[config.mk]
export PLATFORM = sky130hd
export DESIGN_NAME = ysyx_22041412_div
export DESIGN_NICKNAME = d
export VERILOG_FILES = /design/src/rtl/ysyx_22041412_div.sv
export SDC_FILE = /design/constraint.sdc
export NUM_CORES = 1
export LEC_CHECK = 0
export ABC_AREA = 1
export CORE_MARGIN = 4
export CORE_UTILIZATION = 45
export CTS_CLUSTER_SIZE = 28
export DETAILED_ROUTE_END_ITERATION = 10
export GPL_TIMING_DRIVEN = 0
export HOLD_SLACK_MARGIN = 0.03
export SLEW_MARGIN = 20
export SYNTH_ARGS = -nofsm -noshare
export SYNTH_HDL_FRONTEND = slang
export SYNTH_SLANG_ARGS = --single-unit
export TNS_END_PERCENT = 10
[constraint.sdc]
create_clock -name clk -period 7.5 [get_ports clk]
set_input_delay 1.5 -clock clk [delete_from_list [all_inputs] [get_ports clk]]
set_output_delay 1.5 -clock clk [all_outputs]
set_load 0.05 [all_outputs]
[src/rtl/ysyx_22041412_div.sv]
// Iterative radix-2 restoring divider for RV64M DIV/DIVU/REM/REMU and the W forms.
// Optional early-out when |dividend| < |divisor|: define YSYX_22041412_DIV_EARLY_EN.
module ysyx_22041412_div #(
   parameter int XLEN = 64
) (
   input  logic            clk,
   input  logic            rst,
   input  logic            en,
   input  logic            w_en,
   input  logic [XLEN-1:0] rsA,
   input  logic [XLEN-1:0] rsB,
   input  logic [2:0]      func3,
   output logic            ready,
   output logic [XLEN-1:0] result
);

   localparam int HALF = XLEN / 2;
   localparam int CW   = $clog2(XLEN);

   typedef enum logic [1:0] {IDLE, CALC, DONE} state_t;

   state_t          state;
   logic [CW-1:0]   cnt;
   logic [XLEN-1:0] dvd_q, dvs_q, rem_q, quo_q;
   logic            w_q, rem_sel_q, neg_quo_q, neg_rem_q;

   logic            sgn, neg_a, neg_b, b_zero, ovf, early;
   logic [XLEN-1:0] op_a, op_b, mag_a, mag_b, min_val;
   logic [XLEN:0]   partial, diff;
   logic            ge;
   logic [XLEN-1:0] rem_nx, quo_nx;

   // Applies sign correction and the word-result sign extension.
   function automatic logic [XLEN-1:0] fmt(input logic [XLEN-1:0] q, input logic [XLEN-1:0] r,
                                           input logic nq, input logic nr,
                                           input logic sel_r, input logic w);
      logic [XLEN-1:0] raw;
      raw = sel_r ? (nr ? -r : r) : (nq ? -q : q);
      if (w) raw = {{HALF{raw[HALF-1]}}, raw[HALF-1:0]};
      return raw;
   endfunction

   always_comb begin
      sgn     = ~func3[0];
      op_a    = w_en ? {{HALF{sgn & rsA[HALF-1]}}, rsA[HALF-1:0]} : rsA;
      op_b    = w_en ? {{HALF{sgn & rsB[HALF-1]}}, rsB[HALF-1:0]} : rsB;
      neg_a   = sgn & op_a[XLEN-1];
      neg_b   = sgn & op_b[XLEN-1];
      mag_a   = neg_a ? -op_a : op_a;
      mag_b   = neg_b ? -op_b : op_b;
      min_val = w_en ? {{(HALF+1){1'b1}}, {(HALF-1){1'b0}}} : {1'b1, {(XLEN-1){1'b0}}};
      b_zero  = (op_b == '0);
      ovf     = sgn & (op_a == min_val) & (op_b == '1);
`ifdef YSYX_22041412_DIV_EARLY_EN
      early   = (mag_a < mag_b);
`else
      early   = 1'b0;
`endif
   end

   // One restoring step: shift in the next dividend bit, subtract if it fits.
   always_comb begin
      partial = {rem_q, dvd_q[XLEN-1]};
      diff    = partial - {1'b0, dvs_q};
      ge      = ~diff[XLEN];
      rem_nx  = ge ? diff[XLEN-1:0] : partial[XLEN-1:0];
      quo_nx  = {quo_q[XLEN-2:0], ge};
   end

   always_ff @(posedge clk) begin
      if (rst) begin
         state     <= IDLE;
         ready     <= 1'b0;
         result    <= '0;
         cnt       <= '0;
         dvd_q     <= '0;
         dvs_q     <= '0;
         rem_q     <= '0;
         quo_q     <= '0;
         w_q       <= 1'b0;
         rem_sel_q <= 1'b0;
         neg_quo_q <= 1'b0;
         neg_rem_q <= 1'b0;
      end else begin
         case (state)
            IDLE: begin
               ready  <= 1'b0;
               result <= '0;
               if (en) begin
                  // Word dividends sit in the upper half so the MSB-first shift works.
                  dvd_q     <= w_en ? {mag_a[HALF-1:0], {HALF{1'b0}}} : mag_a;
                  dvs_q     <= mag_b;
                  rem_q     <= '0;
                  quo_q     <= '0;
                  w_q       <= w_en;
                  rem_sel_q <= func3[1];
                  neg_quo_q <= neg_a ^ neg_b;
                  neg_rem_q <= neg_a;
                  if (!func3[2]) begin
                     state <= DONE;
                     ready <= 1'b1;
                  end else if (b_zero) begin
                     state  <= DONE;
                     ready  <= 1'b1;
                     result <= fmt('1, op_a, 1'b0, 1'b0, func3[1], w_en);
                  end else if (ovf) begin
                     state  <= DONE;
                     ready  <= 1'b1;
                     result <= fmt(min_val, '0, 1'b0, 1'b0, func3[1], w_en);
                  end else if (early) begin
                     state  <= DONE;
                     ready  <= 1'b1;
                     result <= fmt('0, op_a, 1'b0, 1'b0, func3[1], w_en);
                  end else begin
                     state <= CALC;
                     cnt   <= w_en ? CW'(HALF - 1) : CW'(XLEN - 1);
                  end
               end
            end
            CALC: begin
               if (!en) begin
                  state <= IDLE;
               end else begin
                  rem_q <= rem_nx;
                  quo_q <= quo_nx;
                  dvd_q <= dvd_q << 1;
                  cnt   <= cnt - CW'(1);
                  if (cnt == '0) begin
                     state  <= DONE;
                     ready  <= 1'b1;
                     result <= fmt(quo_nx, rem_nx, neg_quo_q, neg_rem_q, rem_sel_q, w_q);
                  end
               end
            end
            DONE: begin
               state  <= IDLE;
               ready  <= 1'b0;
               result <= '0;
            end
            default: begin
               state  <= IDLE;
               ready  <= 1'b0;
               result <= '0;
            end
         endcase
      end
   end

endmodule
==> impl_metrics.csv <==
group,metric,value,unit
critical_path,path_buf_inv,5,
critical_path,r2r_slack,510,ps
flow_run,cap_violations,0,
pwr,p_per_area,158,mW/mm^2
global_routing,grtUsageTotal,0.387,
worst_hold_path,min_path_type,"reg2reg",
pwr,total_power,5.44,mW
timing,fin_setup_tns,0,ps
place,port_buffers,197,
clock_tree,cts_buffer_depth,3,
timing,slew_headroom,0.182,
timing,clock_skew,34.5,ps
synthesis,synth-edff-count,0,
global_routing,grt_pass1_wl,207000,um
layout,layout-drive-gt1-share,0.0352,
drt,vias,36560,
timing,setup_viol,0,
synthesis,syn-num-nets,5668,
critical_path,cp_slowest_stage_delay,560,ps
synthesis,yosysSeqAreaShare,0.223,
run_status,status,"finished clean",
timing,fin_crit_sh,0.932,
global_routing,grt_pass1_vias,33283,
clock_tree,htree_levels,2,
synthesis,avgSynthCellArea,5.46,sq um
synthesis,synth_ff_type,"dfxtp_1",
timing,period_needed,6990,ps
critical_path,critPathMostFrequentCell,"nand2_1",
synthesis,synth.distinct_cells,52,
synthesis,syn_area,0.0298,sq mm
die,io_pins,200,
clock_tree,root_buffer,"clkbuf_16",
critical_path,worstSetupPathType,"reg2reg",
synthesis,synth_top_area_cell,"nand2_1",
drt,routed_wl,142000,um
synthesis,synthArstFlopShare,0,
drt,drtPass1Iterations,8,
synthesis,ys_ff_latch,332,
die,die_h,265,um
place,dpl.hpwl,119000,um
synthesis,synth_cells,5461,
timing,grt_setup_unrepaired,"false",
pwr,leakage,17.5,nW
synthesis,ys_top_cells_by_area,"nand2_1 25%, dfxtp_1 22%, inv_1 10%, a21oi_1 7.3%, o21ai_0 5.8%",
synthesis,yosysMostFrequentCell,"nand2_1",
layout,fin_nets,5910,
critical_path,worst_path_max_delay_cell,"dfxtp_1",
place,placed_cells,6524,
global_routing,grt_max_degree,14,
die,die-area,0.0705,sq mm
drt,drc,0,
critical_path,cp.required,7970,ps
place,gp_congestion,1.09,
critical_path,cp-end-kind,"register",
synthesis,synth.top_cells.by_count,"2011 x nand2_1, 826 x inv_1, 433 x a21oi_1",
critical_path,worst_ep_arrival_time,7460,ps
die,initial_utilization,0.454,
global_routing,grt-ovfl-total,0,
critical_path,worst_setup_path_start_kind,"register",
drt,vias_per_cell,5.54,
global_routing,grt_antenna_before_repair,10,
drt,first_iter_violations,4538,
critical_path,path_delay_family,"simple AND/OR/NAND/NOR gates",
clock_tree,numCtsBuffers,41,
timing,timing_worst_slew_pin_value,1210,ps
clock_tree,clk_latency,600,ps
clock_tree,cts_tree,"built",
timing,finalHoldViolations,0,
die,die_w,265,um
die,core,0.0657,sq mm
pwr,vdd_drop_max,0.171,mV
drt,wl_per_cell,21.6,um
layout,post_layout_nonfiller_instances,6603,
synthesis,yosysTopAreaCellShare,0.253,
clock_tree,cts_sinks,332,
clock_tree,clk_pin_slew_worst_paths,60,ps
drt,antenna_left,0,
timing,slew_violations,0,
die,num_rows,94,
synthesis,synth_warnings,0,
timing,fmax,143,MHz
layout,layout-area-overhead-vs-synth,15.0,%
critical_path,crit_path_max_fanout,10,
==> through the flow <==
stage               worst slack (ps)  hold WS (ps)  cell area, sq um   util
finish                           507           460             34300  0.522
global route                    96.3           479             34300  0.522
CTS                              478           463             34300  0.522
detailed placement               513           455             32900  0.500
global placement                 560           451             32900  0.500
floorplan                       2680           431             29800      -
==> timing repair <==
action | CTS | global route
hold endpoints to repair | 0 | 0
hold buffers | 0 | 0
setup buffers | 0 | 0
endpoints found under the setup margin | 0 | 1
resized for setup | 0 | 2
==> worst reg2reg max path: cells and delay by family (launching register included) <==
kind,cells,cell delay [ps]
compound gates,4,590
flops,1,560
simple gates,28,4020
fa+ha+maj,3,900
buf+inv,5,770
==> layer usage <==
metal | wire length, um | part of all wire | global-route usage
met3 | 16300 | 0.11 | 0.0970
met2 | 58200 | 0.41 | 0.576
met1 | 60300 | 0.42 | 0.530
met4 | 7490 | 0.053 | 0.172
met5 | 29 | 0.00020 | 0
==> where the power goes <==
group	leakage [nW]	internal, mW	switching, mW	total [mW]
sequential	2.70	1.84	0.0441	1.88
combinational	14.2	0.401	1.06	1.46
clock	0.677	1.18	0.907	2.09
==> final cells by class <==
type,instances,area [sq um]
Sequential cell,332,6650
Buffer,227,963
Fill cell,7165,31400
Multi-Input combinational cell,4071,19100
Inverter,831,3120
Tap cell,864,1080
Clock inverter,22,269
Antenna cell,4,10.0
Clock buffer,53,1120
Timing Repair Buffer,199,1980
==> cells by family (layout without fill, tap and decap cells) <==
| group | count (synthesis) | count (layout) | share of synthesized area |
|---|---|---|---|
| DFF | 332 | 332 | 0.223 |
| and+or+nand+nor | 2932 | 2932 | 0.401 |
| xor gates and xnor gates | 123 | 123 | 0.0361 |
| buffers and inverters | 1058 | 1332 | 0.137 |
| other | 0 | 4 | 0 |
| adders and majority gates | 72 | 72 | 0.0304 |
| AOI/OAI and AO/OA | 944 | 944 | 0.172 |
==> path summary, 6_finish.rpt <==
path,start,end,cells after the start
max,dvd_q[63]$_SDFFE_PP0P_,result[62]$_SDFFE_PP0P_,40
min,dvd_q[51]$_SDFFE_PP0P_,dvd_q[51]$_SDFFE_PP0P_,2
max reg2reg,dvd_q[63]$_SDFFE_PP0P_,result[62]$_SDFFE_PP0P_,40
min reg2reg,dvd_q[51]$_SDFFE_PP0P_,dvd_q[51]$_SDFFE_PP0P_,2
==> cell usage in the layout (no fill, tap or decap), types with 25 or more instances in the layout <==
cell	synthesis	routed
nand4_1	66	66
a21oi_2	32	32
o21ai_0	346	344
dfxtp_1	332	332
nor3_1	79	79
clkbuf_16	0	41
xor2_1	66	66
nand2_2	25	25
xnor2_1	57	57
clkbuf_1	184	191
o211ai_1	50	50
nand3_1	233	233
nor4_1	42	41
a21oi_1	433	433
ha_1	71	71
nor2_1	416	416
clkdlybuf4s50_1	0	197
inv_1	826	826
nand2_1	2011	2011
==> sequential cells by signal, indices dropped and copies added (netlist names), 2 cells and up <==
register and cells:
cnt 6, dvd_q 64, dvs_q 64, quo_q 63, rem_q 64, result 64
state 2
Power figures use the tool's default switching activity.
